## src/rtl/bat_amateur_pkg.sv

```systemverilog
// Shared definitions for the bat_amateur core and its program loader:
// loader state encoding, RAM read/write strobe levels and the default bus width.
package bat_amateur_pkg;

  localparam int DEFAULT_ADDRESS_WIDTH = 16;

  localparam logic RAM_RW_WRITE = 1'b1;
  localparam logic RAM_RW_READ  = 1'b0;

  typedef enum logic [2:0] {
    ST_IDLE    = 3'd0,
    ST_SETTLE  = 3'd1,
    ST_FETCH   = 3'd2,
    ST_WRITE   = 3'd3,
    ST_HOLD    = 3'd4,
    ST_RELEASE = 3'd5
  } load_state_e;

endpackage

```

## src/rtl/bat_amateur_loader.sv

```systemverilog
// Program loader: halts and resets the bat_amateur core, streams 16-bit words
// into consecutive RAM addresses, then hands the bus and the core back.
//
//   state   | meaning
//   IDLE    | core running, loader off the bus, waiting for LOAD_START
//   SETTLE  | core reset + halted, bus not yet driven, SETTLE_CYCLES long
//   FETCH   | waiting for the next program word on IN_DATA/IN_VALID
//   WRITE   | one-cycle RAM write strobe at START_ADDR + count
//   HOLD    | bus held with strobe low (RAM hold time), count advances
//   RELEASE | bus and HALT released, core still in reset, DONE pulse
module bat_amateur_loader
  import bat_amateur_pkg::*;
#(
  parameter int                       ADDRESS_WIDTH = DEFAULT_ADDRESS_WIDTH,
  parameter logic [ADDRESS_WIDTH-1:0] START_ADDR    = '0,
  parameter int                       SETTLE_CYCLES = 2
) (
  input  logic                     CLK,
  input  logic                     RST,
  input  logic                     LOAD_START,
  input  logic [ADDRESS_WIDTH-1:0] LOAD_LEN,
  input  logic [15:0]              IN_DATA,
  input  logic                     IN_VALID,
  output logic                     IN_READY,
  output logic                     CPU_RST,
  output logic                     HALT,
  output logic                     BUS_OE,
  output logic [ADDRESS_WIDTH-1:0] ADDRESS,
  output logic [15:0]              DATA_OUT,
  output logic                     RAM_RW,
  output logic                     BUSY,
  output logic                     DONE
);

  localparam int SETTLE_W = (SETTLE_CYCLES > 1) ? $clog2(SETTLE_CYCLES) : 1;
  localparam logic [SETTLE_W-1:0] SETTLE_LAST = SETTLE_W'(SETTLE_CYCLES - 1);

  load_state_e state, state_nxt;

  logic [ADDRESS_WIDTH-1:0] len_q;
  logic [ADDRESS_WIDTH-1:0] count_q;
  logic [ADDRESS_WIDTH-1:0] count_inc;
  logic [SETTLE_W-1:0]      settle_q;
  logic                     accept;

  logic cpu_rst_nxt, halt_nxt, bus_oe_nxt, ram_rw_nxt, busy_nxt, done_nxt;

  assign IN_READY  = (state == ST_FETCH);
  assign accept    = IN_VALID & IN_READY;
  assign count_inc = count_q + ADDRESS_WIDTH'(1);

  always_comb begin
    state_nxt = state;
    case (state)
      ST_IDLE:    if (LOAD_START) state_nxt = ST_SETTLE;
      ST_SETTLE:  if (settle_q == SETTLE_LAST)
                    state_nxt = (len_q == '0) ? ST_RELEASE : ST_FETCH;
      ST_FETCH:   if (accept) state_nxt = ST_WRITE;
      ST_WRITE:   state_nxt = ST_HOLD;
      ST_HOLD:    state_nxt = (count_inc == len_q) ? ST_RELEASE : ST_FETCH;
      ST_RELEASE: state_nxt = ST_IDLE;
      default:    state_nxt = ST_IDLE;
    endcase
  end

  // Outputs are registered, so decode them from the state being entered.
  always_comb begin
    cpu_rst_nxt = (state_nxt != ST_IDLE);
    busy_nxt    = (state_nxt != ST_IDLE);
    halt_nxt    = (state_nxt == ST_SETTLE) || (state_nxt == ST_FETCH) ||
                  (state_nxt == ST_WRITE)  || (state_nxt == ST_HOLD);
    bus_oe_nxt  = (state_nxt == ST_WRITE) || (state_nxt == ST_HOLD);
    ram_rw_nxt  = (state_nxt == ST_WRITE) ? RAM_RW_WRITE : RAM_RW_READ;
    done_nxt    = (state_nxt == ST_RELEASE);
  end

  always_ff @(posedge CLK) begin
    if (RST) begin
      state    <= ST_IDLE;
      len_q    <= '0;
      count_q  <= '0;
      settle_q <= '0;
    end else begin
      state <= state_nxt;
      case (state)
        ST_IDLE: if (LOAD_START) begin
          len_q    <= LOAD_LEN;
          count_q  <= '0;
          settle_q <= '0;
        end
        ST_SETTLE: settle_q <= settle_q + SETTLE_W'(1);
        ST_HOLD:   count_q  <= count_inc;
        default: ;
      endcase
    end
  end

  always_ff @(posedge CLK) begin
    if (RST) begin
      CPU_RST  <= 1'b1;
      HALT     <= 1'b0;
      BUS_OE   <= 1'b0;
      RAM_RW   <= RAM_RW_READ;
      BUSY     <= 1'b0;
      DONE     <= 1'b0;
      ADDRESS  <= START_ADDR;
      DATA_OUT <= '0;
    end else begin
      CPU_RST <= cpu_rst_nxt;
      HALT    <= halt_nxt;
      BUS_OE  <= bus_oe_nxt;
      RAM_RW  <= ram_rw_nxt;
      BUSY    <= busy_nxt;
      DONE    <= done_nxt;
      // Address and data settle with the handshake and stay put through HOLD.
      if (accept) begin
        DATA_OUT <= IN_DATA;
        ADDRESS  <= START_ADDR + count_q;
      end
    end
  end

endmodule

```

## config.mk

```make
export PLATFORM = sky130hd
export DESIGN_NAME = bat_amateur_loader
export DESIGN_NICKNAME = d
export VERILOG_FILES = /design/src/rtl/bat_amateur_pkg.sv /design/src/rtl/bat_amateur_loader.sv
export SDC_FILE = /design/constraint.sdc
export NUM_CORES = 1
export LEC_CHECK = 0
export ABC_AREA = 1
export BUFFER_PORTS_ARGS = -buffer_cell sky130_fd_sc_hd__buf_2
export CORE_AREA = 2 2 93 95
export CTS_CLUSTER_DIAMETER = 40
export DETAILED_ROUTE_END_ITERATION = 12
export DIE_AREA = 0 0 95 97
export GPL_ROUTABILITY_DRIVEN = 0
export GPL_TIMING_DRIVEN = 0
export PLACE_DENSITY = 0.62
export SLEW_MARGIN = 10
export SYNTH_ARGS = -nofsm -noshare
export SYNTH_HDL_FRONTEND = slang
export SYNTH_SLANG_ARGS = --single-unit
```

## constraint.sdc

```tcl
create_clock -name CLK -period 3.1 [get_ports CLK]
set_clock_uncertainty 0.2 [all_clocks]
set_input_delay 0.31 -clock CLK [delete_from_list [all_inputs] [get_ports CLK]]
set_output_delay 0.31 -clock CLK [all_outputs]
set_load 0.05 [all_outputs]
```

; ---- Yosys cells after proc, flatten, opt, wreduce, memory -nomap -nowiden
; Index checks and enable logic that the tools add are counted.
[classes]
n_eq_ne = 11
addsub = 2
bitwise = 1
reduce_logical = 12
mux = 11
[ops]
columns = op, count
row1 = 16-bit one-hot mux with 2 select lines, 1
row2 = "16-bit by 1-bit adder with 16-bit output, second input constant", 1
row3 = 16-bit == test, 1
row4 = 16-bit zero test, 1
row5 = 16-bit two-way mux, 1
row6 = 3-bit two-way mux, 5
row7 = 3-bit one-hot mux with 5 select lines, 1
row8 = "3-bit by 2-bit == test with 1-bit output, second input constant", 4
row9 = "3-bit == test, second input constant", 3
row10 = "3-bit by 1-bit == test with 1-bit output, second input constant", 2
row11 = 2-bit AND reduction, 3
row12 = 1-bit logical OR, 4
row13 = 2-bit nonzero test, 2
row14 = 3-bit zero test, 1
row15 = 3-bit nonzero test, 1
row16 = 1-bit two-way mux, 2
row17 = "2-bit inequality test, second input constant", 1
row18 = 1-bit one-hot mux with 2 select lines, 1
row19 = "1-bit adder, second input constant", 1
row20 = 1-bit bitwise AND, 1
[word_totals]
out_inout_bits = 39
register_bits = 74
word_cells = 49
input_bits = 36

; ---- Depth between registers and ports, before layout
[logic_depth]
word_depth = 8
ltp_mapped = 18

; ---- Worst setup path before layout
; No wires, ideal clock.
[synth_timing]
path_type = register to register
startpoint = register count_q[0]
endpoint = register HALT
path_stages_with_launch = 17
slack_ns = 1.099
period_less_slack_ns = 2.001
arrival_time_ns = 1.693
setup_time_ns = 0.109
t_required_ns = 2.791
cell_sequence = dfxtp_1 > ha_1 > nand3_1 > nor2_2 > nand2_1 > nand3_1 > nand2_1 > nor2_1 > nand2_1 > nor2_1 > nand3_1 > nand2_1 > nand2_2 > nand2_2 > nand3_2 > nand2_1 > inv_1
[synth_between]
elab_chain_len = 8
elab_cells_between_ends = 11
classes_between = add/sub: 1 / eq/ne: 5 / mux: 2 / reduce/logical: 3
[synth_rtl]
columns = item, line
row1 = start: declaration, bat_amateur_loader.sv:41  ; logic [ADDRESS_WIDTH-1:0] count_q;
row2 = start signal: assignment, bat_amateur_loader.sv:92  ; ST_HOLD: count_q <= count_inc;
row3 = 16-bit by 1-bit adder with 16-bit output *, bat_amateur_loader.sv:50  ; assign count_inc = count_q + ADDRESS_WIDTH'(1);
row4 = 16-bit == test *, bat_amateur_loader.sv:60  ; ST_HOLD: state_nxt = (count_inc == len_q) ? ST_RELEASE : ST_FETCH;
row5 = 3-bit two-way mux *, bat_amateur_loader.sv:60
row6 = 3-bit one-hot mux with 5 select lines *, bat_amateur_loader.sv:54  ; case (state)
row7 = 3-bit by 1-bit == test with 1-bit output / 3-bit by 2-bit == test with 1-bit output (equally long branches), bat_amateur_loader.sv:70  ; halt_nxt = (state_nxt == ST_SETTLE) || (state_nxt == ST_FETCH) ||
row8 = 1-bit logical OR (2 in series), bat_amateur_loader.sv:70
row9 = 1-bit logical OR *, bat_amateur_loader.sv:71  ; (state_nxt == ST_WRITE) || (state_nxt == ST_HOLD);
row10 = end signal: assignment, bat_amateur_loader.sv:110  ; HALT <= halt_nxt;
row11 = end: declaration, bat_amateur_loader.sv:26  ; output logic HALT,
; Mark *: on every way between the ends. The rest lies on a longest branch, timed or not.
; A chain may end at the register's enable or synchronous reset.

; ---- Final worst setup path
; Ends and elaborated chain as after synthesis.

==> results_dict.tcl <==
set metrics [dict create \
    outcome "finished, final reports clean" \
    clk_pin_slew_ns 0.08 \
    timing.max_cap.violations 0 \
    stdcell_area_sq_um 4220 \
    setup-tns-final_ns 0 \
    detail-route-antenna-nets 0 \
    grt_pass1_vias 3061 \
    fp.dieArea_sq_um 9220 \
    syn_area_per_cell_sq_um 6.92 \
    portBuffers 74 \
    first_pass_iters 5 \
    dr_wl_met3_microns 558 \
    p_leak_nw 1.92 \
    cts_made_buffers 9 \
    cts_resized 0 \
    layout-drive-gt1-share_pct 19.2 \
    worstPathRequired_ns 3.15 \
    std_cell_rows 33 \
    dp_hpwl_microns 7170 \
    nFillCells 861 \
    clock_latency_ns 0.34 \
    placed_area_sq_um 4000 \
    synth_edf_count 0 \
    yosysUniqueCellTypes 28 \
    ys_seq_area_share_pct 42.4 \
    grt_pass1_wl_microns 14700 \
    wire_per_inst_microns 13.2 \
    final_max_slew_viol_count 0 \
    antenna_found_initial 0 \
    tightest_slew_ns 0.572 \
    crit_type "reg2reg" \
    die_w_microns 95 \
    initial_utilization_pct 42.9 \
    arrival_ns 2.51 \
    min_period_ns 2.46 \
    root_buffer "clkbuf_8" \
    cts_sinks 74 \
    rsz0062_at_grt "false" \
    ctsHoldBuffers 0 \
    critical_path_peak_fanout 7 \
    fp.coreArea_sq_um 8130 \
    netlist_instances 505 \
    cp-start-kind "flip-flop" \
    drc 0 \
    min_path_type "in2reg" \
    post_cts_buffers 0 \
    peakVddDrop_uv 177 \
    syn_area_sq_um 3490 \
    ys.warnings.count 0 \
    reg2reg_slack_ns 0.64 \
    cts_max_path_buffers 2 \
    area_delta_synth_final_pct 20.7 \
    cts_tree "built" \
    synth_most_common_cell "nand2_1" \
    top_layer "met4" \
    yosysTopAreaCell "dfxtp_1" \
    grt_max_degree 13 \
    die_h_microns 97 \
    via_per_inst 5.06 \
    ios 75 \
    power_density_nw_per_um2 510 \
    finalHoldViolations 0 \
    wl_met2_microns 4060 \
    grt_usage_pct 20.3 \
    setup_viol 0 \
    yosysTopAreaCellShare_pct 42.4 \
    ys_ff_latch 74 \
    synthTopCellsByCount "nand2_1 (98), dfxtp_1 (74), nor2_1 (62)" \
    drt_wl_total_microns 9270 \
    num_antenna_cells 0 \
    max_clock_freq_mhz 406 \
    cts.htree.levels 3 \
    endpoint_kind "flip-flop" \
    synth_ff_type "dfxtp_1" \
    wl_met1_microns 4510 \
    slew_headroom_pct 61.9 \
    fin_crit_sh_pct 79.4 \
    detailroute.via_count 3541 \
    overflow 0 \
    synthArstFlopShare_pct 0 \
    synth_area_leaders "dfxtp_1 (42%), nand2_1 (11%), nand3_1 (7.3%)" \
    drt_iter0_drc 315 \
    nNetsFinal 627 \
    syn-num-nets 542 \
]
==> flip-flops by register name (all words and copies together) (netlist names) <==
| name | flops |
|---|---|
| count_q | 16 |
| state | 3 |
| BUSY | 1 |
| BUS_OE | 1 |
| RAM_RW | 1 |
| settle_q | 1 |
| ADDRESS | 16 |
| HALT | 1 |
| DATA_OUT | 16 |
| len_q | 16 |
| CPU_RST | 1 |
| DONE | 1 |
==> logic make-up after synthesis <==
kind of cell,after synthesis,synth area share (%)
and+or+nand+nor,255,33.7
buffers and inverters,68,7.31
adders and majority gates,1,0.358
AOI/OAI and AO/OA,105,15.3
xor gates and xnor gates,2,0.895
DFF,74,42.4
==> cell type report <==
cell class | instances | area (sq um) | share of cell area, %
clock inverter | 4 | 75.1 | 1.78
buffer | 18 | 67.6 | 1.60
clock buffer | 12 | 145 | 3.44
tap | 105 | 131 | 3.12
multi-input combinational | 363 | 1760 | 41.7
inverter | 50 | 188 | 4.45
timing repair buffer | 74 | 370 | 8.79
sequential | 74 | 1480 | 35.1
==> final timing paths <==
path	from	endpoint	depth (start not counted)
setup / recovery	count_q[0]	HALT	16
setup reg to reg	count_q[0]	HALT	16
hold / removal	IN_DATA[11]	DATA_OUT[11]	3
hold reg to reg	DATA_OUT[7]	DATA_OUT[7]	2
==> critical path, stage by stage, from the launching register on <==
cell and delay (ns):
dfxtp_1 0.43, ha_1 0.25, nand2_2 0.10, nor2_4 0.21
nand3_1 0.20, nand3_1 0.13, nand2_1 0.08, inv_1 0.05
nand2_1 0.04, nor2_1 0.15, nand3_1 0.10, nand2_1 0.09
nand2_2 0.08, nand2_2 0.09, nand3_2 0.07, nand2_1 0.06
inv_1 0.03
==> power by group <==
part	switching (mW)	leakage (nW)	internal (mW)
sequential	0.0239	0.602	0.992
clock	0.365	0.103	0.476
combinational	0.202	1.22	0.0923
==> layout by cell type, fill, tap and decap left out <==
master | Yosys | routed
a211oi_1 | 1 | 1
nand4_1 | 14 | 14
buf_1 | 1 | 1
clkinv_1 | 2 | 2
nor2_8 | 2 | 2
a21oi_1 | 48 | 48
bufinv_16 | 0 | 2
nor2_2 | 3 | 3
nor3_1 | 5 | 5
nand2_2 | 12 | 12
nand2_4 | 1 | 1
o21bai_1 | 1 | 1
xnor3_1 | 1 | 1
ha_1 | 1 | 1
clkbuf_1 | 17 | 19
o21ai_0 | 51 | 51
inv_1 | 47 | 47
nor2_1 | 62 | 62
nand3_1 | 51 | 51
xor2_1 | 1 | 1
or2_2 | 1 | 1
clkbuf_8 | 0 | 10
o21ai_2 | 1 | 1
nand2_1 | 98 | 98
clkinvlp_4 | 0 | 2
inv_2 | 1 | 1
nor2_4 | 2 | 2
o21ai_1 | 3 | 3
and3_1 | 1 | 1
buf_2 | 0 | 74
nand3_2 | 3 | 3
dfxtp_1 | 74 | 74
==> stage by stage <==
stage | hold slack, ns | cells | setup slack [ns] | power [mW] | util (%)
2_1_floorplan | 0.254 | 505 | 1.10 | 1.25 | -
3_3_place_gp | 0.258 | 684 | 0.673 | 1.33 | 49.1
3_5_place_dp | 0.269 | 684 | 0.674 | 1.33 | 49.1
4_1_cts | 0.00411 | 700 | 0.650 | 2.16 | 51.8
5_1_grt | 0.0136 | 700 | 0.382 | 2.24 | 51.8
6_report | 0.0133 | 700 | 0.637 | 2.15 | 51.8
==> routing by layer <==
metal  vias up  track usage [%]
met2       101             31.7
met3        16             4.28
li1       1837                -
met5         -                0
met4         0             5.69
met1      1587             28.1
(Power assumes the default switching activity.)
